File: config.mk
export PLATFORM = sky130hd
export DESIGN_NAME = sha3_squeeze_serializer
export DESIGN_NICKNAME = d
export VERILOG_FILES = /design/src/rtl/sha3_squeeze_serializer.sv
export SDC_FILE = /design/constraint.sdc
export NUM_CORES = 1
export LEC_CHECK = 0
export BUFFER_PORTS_ARGS = -buffer_cell sky130_fd_sc_hd__buf_2
export CAP_MARGIN = 20
export CORE_AREA = 2 2 211 213
export CTS_BUF_LIST = sky130_fd_sc_hd__clkbuf_2 sky130_fd_sc_hd__clkbuf_4 sky130_fd_sc_hd__clkbuf_8
export DETAILED_ROUTE_END_ITERATION = 8
export DIE_AREA = 0 0 213 215
export PLACE_DENSITY = 0.47
export REMOVE_ABC_BUFFERS = 1
export SYNTH_ARGS = -nofsm -noshare
export SYNTH_HDL_FRONTEND = slang
export SYNTH_SLANG_ARGS = --single-unit
File: constraint.sdc
create_clock -name clk -period 61.8 [get_ports clk]
set_input_delay 12.36 -clock clk [delete_from_list [all_inputs] [get_ports clk]]
set_output_delay 12.36 -clock clk [all_outputs]
set_load 0.005 [all_outputs]
File: src/rtl/sha3_squeeze_serializer.sv
// sha3_squeeze_serializer: captures SHA3 rate lanes 0..7 and streams the digest as 32-bit words.
// Define SHA3_SQUEEZE_BYTESWAP_EN to byte-reverse each emitted word (hex-digest byte order).
module sha3_squeeze_serializer #(
   parameter int DIGEST_BITS = 256
) (
   input  logic         clk,
   input  logic         rst,
   input  logic         state_valid,
   output logic         state_ready,
   input  logic [511:0] rate_lanes,
   output logic         out_valid,
   input  logic         out_ready,
   output logic [31:0]  out_data,
   output logic         out_last
);
   localparam int WORDS = DIGEST_BITS / 32;
   localparam int IDX_W = $clog2(WORDS);

   generate
      if (DIGEST_BITS != 224 && DIGEST_BITS != 256 &&
          DIGEST_BITS != 384 && DIGEST_BITS != 512) begin : g_bad_digest_bits
         $error("sha3_squeeze_serializer: DIGEST_BITS must be 224, 256, 384 or 512");
      end
   endgenerate

   typedef enum logic {
      IDLE,
      EMIT
   } state_t;

   state_t                 state;
   logic [IDX_W-1:0]       idx;
   logic [WORDS-1:0][31:0] capture;
   logic                   last_word;
   logic                   fire;
   logic                   capture_en;
   logic [31:0]            sel_word;
   logic [31:0]            word;

   // Lanes above the digest length are deliberately dropped.
   logic unused_lanes;
   assign unused_lanes = ^rate_lanes;

   assign last_word   = (idx == IDX_W'(WORDS - 1));
   assign out_valid   = (state == EMIT) && !rst;
   assign fire        = out_valid && out_ready;
   assign state_ready = !rst && ((state == IDLE) || (fire && last_word));
   assign capture_en  = state_valid && state_ready;

   assign sel_word = capture[idx];
`ifdef SHA3_SQUEEZE_BYTESWAP_EN
   assign word = {sel_word[7:0], sel_word[15:8], sel_word[23:16], sel_word[31:24]};
`else
   assign word = sel_word;
`endif

   assign out_data = out_valid ? word : 32'h0;
   assign out_last = out_valid && last_word;

   always_ff @(posedge clk) begin
      if (rst) begin
         state <= IDLE;
         idx   <= '0;
      end else if (capture_en) begin
         state <= EMIT;
         idx   <= '0;
      end else if (fire) begin
         if (last_word) begin
            state <= IDLE;
         end else begin
            idx <= idx + 1'b1;
         end
      end
   end

   // NOTE: the capture register is pure datapath and is not reset; out_valid gates every read of it.
   always_ff @(posedge clk) begin
      if (capture_en) begin
         capture <= rate_lanes[DIGEST_BITS-1:0];
      end
   end

endmodule

==> flow_metrics.tcl, run 1 <==
set metrics [dict create \
    reg2reg_depth 6 \
    drc 0 \
    vias 5911 \
    relSlewSlack 0.273 \
    core_area_sq_mm 0.0436 \
    worstMarginPinSlew_ps 1090 \
    p_leak_nw 4.69 \
    rr_endpoint "capture[70]" \
    synth.most_common_cell "edfxtp_1" \
    fillers 4393 \
    drive_gt1_frac 0.429 \
    powerDensity_mw_per_mm2 29.7 \
    ys.flop_type "edfxtp_1" \
    grt_use_met2 0.174 \
    cp-end-kind "output pin" \
    drtIter0Drc 244 \
    grt_pass1_wl_um 37000 \
    cts_tree "built" \
    drt_wl_total_um 25900 \
    port_buffers 294 \
    cts_sinks 260 \
    startpoint "rst" \
    ctsLongestPathBuffers 3 \
    combPwrFrac 0.044 \
    grt_pass1_vias 6231 \
    post_cts_buffers 0 \
    gr-usage-met3 0.0501 \
    hold_ws_ps 616 \
    crit_path_end "out_data[7]" \
    slew_violations 0 \
    crit_fanout 32 \
    cts_resized 0 \
    max_cap_viol_count 0 \
    r2r-start "idx[1]" \
    yosysSeqAreaShare 0.775 \
    busiest_layer "met2" \
    critPathLaunchType "input pin" \
    netlist_area_sq_mm 0.0100 \
    grt_antenna_before_repair 12 \
    netlist.area_leader.share 0.767 \
    row_count 77 \
    setup_viol 0 \
    synth_edf_count 256 \
    drt.antenna.violating_nets 0 \
    cts_hold_buf 0 \
    critical_path_class "input pin to output pin" \
    rsz0062_at_grt "false" \
    setup-tns-final_ps 0 \
    p_sw_frac 0.214 \
    internal_power_mw 0.307 \
    p_sw_mw 0.0836 \
    num-nets-final 1375 \
    synth_seq_cells 260 \
    yosys.cell_types.count 23 \
    synth_cells 537 \
    gr-usage-met1 0.129 \
    fin_crit_sh 0.431 \
    synth_common_cells "edfxtp_1, mux2i_1, o22ai_1, or2_1, buf_2" \
    dr.pass1.iters 6 \
    vdd_ir_drop_max_mv 0.0179 \
    die_y_um 215 \
    grt_max_degree 174 \
    clk_pin_slew_ps 60 \
    ios 551 \
    initial_core_util 0.230 \
    cts_buffers 49 \
    worst_ep_required_time_ps 49440 \
    hold_viol 0 \
    clk-insertion-delay-late_ps 610 \
    cts_root_buf "clkbuf_8" \
    wl_per_cell_um 17.4 \
    cp.arrival_ps 14300 \
    fmax_mhz 37.5 \
    cts.htree.levels 2 \
    fin_crit_ps 26660 \
    p_clk_frac 0.435 \
    async_reset_ff_frac 0 \
    dieWidth_um 213 \
    viasPerCell 3.97 \
    place_congestion 0.700 \
    synth_top_cell_by_area "edfxtp_1" \
    syn_area_per_cell_sq_um 18.7 \
    dieArea_sq_mm 0.0458 \
    area_growth_pct 31.0 \
    clock-skew-final_ps 19.6 \
    synth_top_cells_by_area "edfxtp_1, mux2i_1, o22ai_1" \
    status "completed" \
    min_path_type "flip-flop to flip-flop" \
    p_seq_frac 0.522 \
    overflow 0 \
    total_power_mw 0.390 \
    yosysWarnings 0 \
    dpl.hpwl_um 16300 \
    grt_usage 0.111 \
    reg2reg_slack_ps 57790 \
]
## worst min path at each step
stage,from,end,slack (ps),cells past startpoint
global placement,idx[2],idx[2],610,2
CTS,idx[2],idx[2],620,2
detailed placement,idx[2],idx[2],610,2
finish,idx[2],idx[2],620,2
global route,idx[2],idx[2],650,2
floorplan,idx[2],idx[2],540,2
## through the flow
step           setup slack [ps]  cells  cell area (sq um)   util
2_1_floorplan             30680    506               9830      -
3_3_place_gp              34960   1398              12100  0.278
3_5_place_dp              35030   1398              12100  0.278
4_1_cts                   35020   1485              13100  0.301
5_1_grt                   34990   1486              13100  0.301
6_report                  35140   1490              13100  0.301
## worst max-delay path, stage by stage
cell,delay (ps)
buf_2,160
nand4bb_4,870
o22ai_1,630
or2_1,170
buf_2,110
## flip-flops by register name (all words and copies together) (netlist names)
| register | count |
|---|---|
| idx | 3 |
| capture | 256 |
| state | 1 |
## area by class of cell
| type | instances | area [sq um] | share of cell area |
|---|---|---|---|
| Antenna cell | 5 | 12.5 | 0.000953 |
| Clock buffer | 64 | 793 | 0.0604 |
| Sequential cell | 260 | 7770 | 0.592 |
| Inverter | 1 | 3.75 | 0.000286 |
| Clock inverter | 23 | 186 | 0.0142 |
| Timing Repair Buffer | 300 | 1530 | 0.116 |
| Tap cell | 592 | 741 | 0.0564 |
| Multi-Input combinational cell | 245 | 2090 | 0.159 |
## power by group through the flow
stage               combinational [mW]  sequential, mW  clock, mW
global placement                0.0171           0.207          0
global route                    0.0192           0.204      0.185
floorplan                      0.00593           0.211          0
CTS                             0.0176           0.204      0.178
finish                          0.0171           0.204      0.170
detailed placement              0.0175           0.207          0
## per-layer routing
metal | vias to the layer above | part of all wire | wire length (um)
met5 | - | 0.0044 | 115
met4 | 16 | 0.027 | 694
met3 | 64 | 0.096 | 2490
met2 | 218 | 0.46 | 11800
met1 | 2813 | 0.41 | 10700
li1 | 2800 | - | -
## kinds of logic (layout without fill, tap and decap cells)
| group | Yosys count | in the layout | share of synthesized area |
|---|---|---|---|
| and+or+nand+nor | 46 | 46 | 0.0303 |
| xor gates and xnor gates | 1 | 1 | 0.000874 |
| DFF | 260 | 260 | 0.775 |
| adders and majority gates | 2 | 2 | 0.00250 |
| muxes | 130 | 130 | 0.130 |
| AOI/OAI and AO/OA | 66 | 66 | 0.0415 |
| buffers and inverters | 32 | 388 | 0.0196 |
| other | 0 | 5 | 0 |
## cell usage in the layout (no fill, tap or decap), drive strengths merged
cell / count
or2: 32
o22ai: 64
mux2i: 130
ha: 2
and4bb: 1
nor3: 1
clkbuf: 64
and2b: 1
xnor2: 1
a21boi: 1
clkinv: 18
and2: 1
bufinv: 3
nor2: 6
or4b: 1
inv: 3
nand4bb: 2
o21bai: 1
dfxtp: 4
diode: 5
nand4b: 1
edfxtp: 256
buf: 300
(Power assumes the default switching activity.)
==> run 2: changes to the inputs <==
Settings changed: CORE_AREA 2 2 211 213 to 2 2 214 216, DIE_AREA 0 0 213 215 to 0 0 216 218, PLACE_DENSITY 0.47 to 0.46.
Clock period 61.8 ns to 27.7 ns, I/O delays scaled along.
==> run 2 against run 1 <==
Hold slack improved by 3.7 ps. Via count barely moved. Critical path depth is the same. Critical endpoint is now out_data[27]. Largest cell class unchanged.
==> flow_metrics.tcl, run 2 (synthesis gave the netlist of run 1 again) <==
set metrics [dict create \
    p_seq_frac 0.540 \
    p_clk_frac 0.415 \
    drtIter0Drc 241 \
    powerDensity_mw_per_mm2 64.4 \
    place_congestion 0.728 \
    fin_crit_sh 0.470 \
    port_buffers 294 \
    cts_sinks 260 \
    largest_register "capture" \
    crit_top_cell "buf_2" \
    place_area_sq_mm 0.0122 \
    wl_per_cell_um 17.5 \
    vdd_ir_drop_max_mv 0.0346 \
    clock-skew-final_ps 17.1 \
    ctsLongestPathBuffers 3 \
    crit_chain "buf_2 > nand4bb_4 > o22ai_1 > or2_1 > buf_2" \
    cts_hold_buf 0 \
    final_area_sq_mm 0.0131 \
    grt_usage 0.110 \
    row_count 78 \
    rsz0062_at_grt "false" \
    worstMarginPinSlew_ps 1030 \
    setup-tns-final_ps 0 \
    drt_wl_total_um 26200 \
    slowest_delay_ps 890 \
    area_growth_pct 30.5 \
    max_cap_viol_count 0 \
    relSlewSlack 0.315 \
    overflow 0 \
    dp.cells 1407 \
    total_power_mw 0.841 \
    critical_path_class "input pin to output pin" \
    final_common_cell "buf_2" \
    dieWidth_um 216 \
    hold_ws_ps 620 \
    drive_gt1_frac 0.427 \
    initial_core_util 0.223 \
    fmax_mhz 76.8 \
    cp-end-kind "output pin" \
    status "completed" \
    cts_buffers 48 \
    fin_crit_ps 13010 \
    combPwrFrac 0.045 \
    grt_pass1_vias 6332 \
    cp.arrival_ps 7470 \
    largestRegisters "capture: 256 flops, idx: 3 flops, state: 1 flops" \
    drt.antenna.violating_nets 0 \
    slowest_stage "nand4bb_4" \
    critPathLaunchType "input pin" \
    slew_violations 0 \
    p_sw_frac 0.218 \
    clk-insertion-delay-late_ps 590 \
    num-nets-final 1375 \
    grt_max_degree 137 \
    internal_power_mw 0.658 \
    cts_root_buf "clkbuf_8" \
    cts.htree.levels 2 \
    min_path_type "flip-flop to flip-flop" \
    grt_antenna_before_repair 9 \
    final_cell_mix "buf_2, edfxtp_1, mux2i_1" \
    p_sw_mw 0.183 \
    vias 5916 \
    die_y_um 218 \
    grt_pass1_wl_um 38100 \
    dr.pass1.iters 4 \
    cts_resized 0 \
    p_leak_nw 4.65 \
    setup_viol 0 \
    hold_viol 0 \
    finalNonFillerCells 1496 \
    largest_reg_flops 256 \
    viasPerCell 3.95 \
    core_area_sq_mm 0.0449 \
    drc 0 \
    dieArea_sq_mm 0.0471 \
    worst_ep_required_time_ps 22160 \
    post_cts_buffers 0 \
    ios 551 \
    clk_pin_slew_ps 60 \
    fillers 4657 \
    cts_tree "built" \
    crit_fanout 32 \
    dpl.hpwl_um 16800 \
]
==> run 2: worst max-delay path, delay by kind of cell <==
| family | cells | cell delay, ps |
|---|---|---|
| and+or+nand+nor | 2 | 1040 |
| AOI/OAI and AO/OA | 1 | 590 |
| buffers and inverters | 2 | 280 |
==> run 2: path summary, 6_finish.rpt <==
path	slack (ps)	depth (start not counted)	to	start
setup / recovery	14690	5	out_data[27]	rst
hold / removal	620	2	idx[2]	idx[2]
setup reg to reg	24280	6	capture[235]	idx[1]
hold reg to reg	620	2	idx[2]	idx[2]
==> run 2: cell type report <==
type | count | area (sq um) | share of cell area
clock buffer | 61 | 758 | 0.0580
clock inverter | 25 | 143 | 0.0109
timing repair buffer | 301 | 1540 | 0.118
inverter | 1 | 3.75 | 0.000287
antenna | 3 | 7.51 | 0.000574
tap | 600 | 751 | 0.0574
sequential | 260 | 7770 | 0.595
multi-input combinational | 245 | 2090 | 0.160
==> run 2: power by group through the flow <==
stage	clock, mW	combinational [mW]	sequential, mW
after floorplan	0	0.0132	0.471
after global placement	0	0.0383	0.462
after detailed placement	0	0.0392	0.463
after CTS	0.368	0.0394	0.455
after global routing	0.384	0.0428	0.456
final	0.349	0.0382	0.454
==> run 2: metal layers <==
metal / part of all wire / GRT usage
met3: 0.086 / 0.0452
met5: 0.0039 / 0
met2: 0.47 / 0.175
met4: 0.024 / 0.0445
met1: 0.42 / 0.131
==> run 2: stage by stage <==
stage	setup WS, ps	utilization
after floorplan	3400	-
after global placement	14250	0.271
after detailed placement	14600	0.271
after CTS	14590	0.291
after global routing	14540	0.291
final	14690	0.291
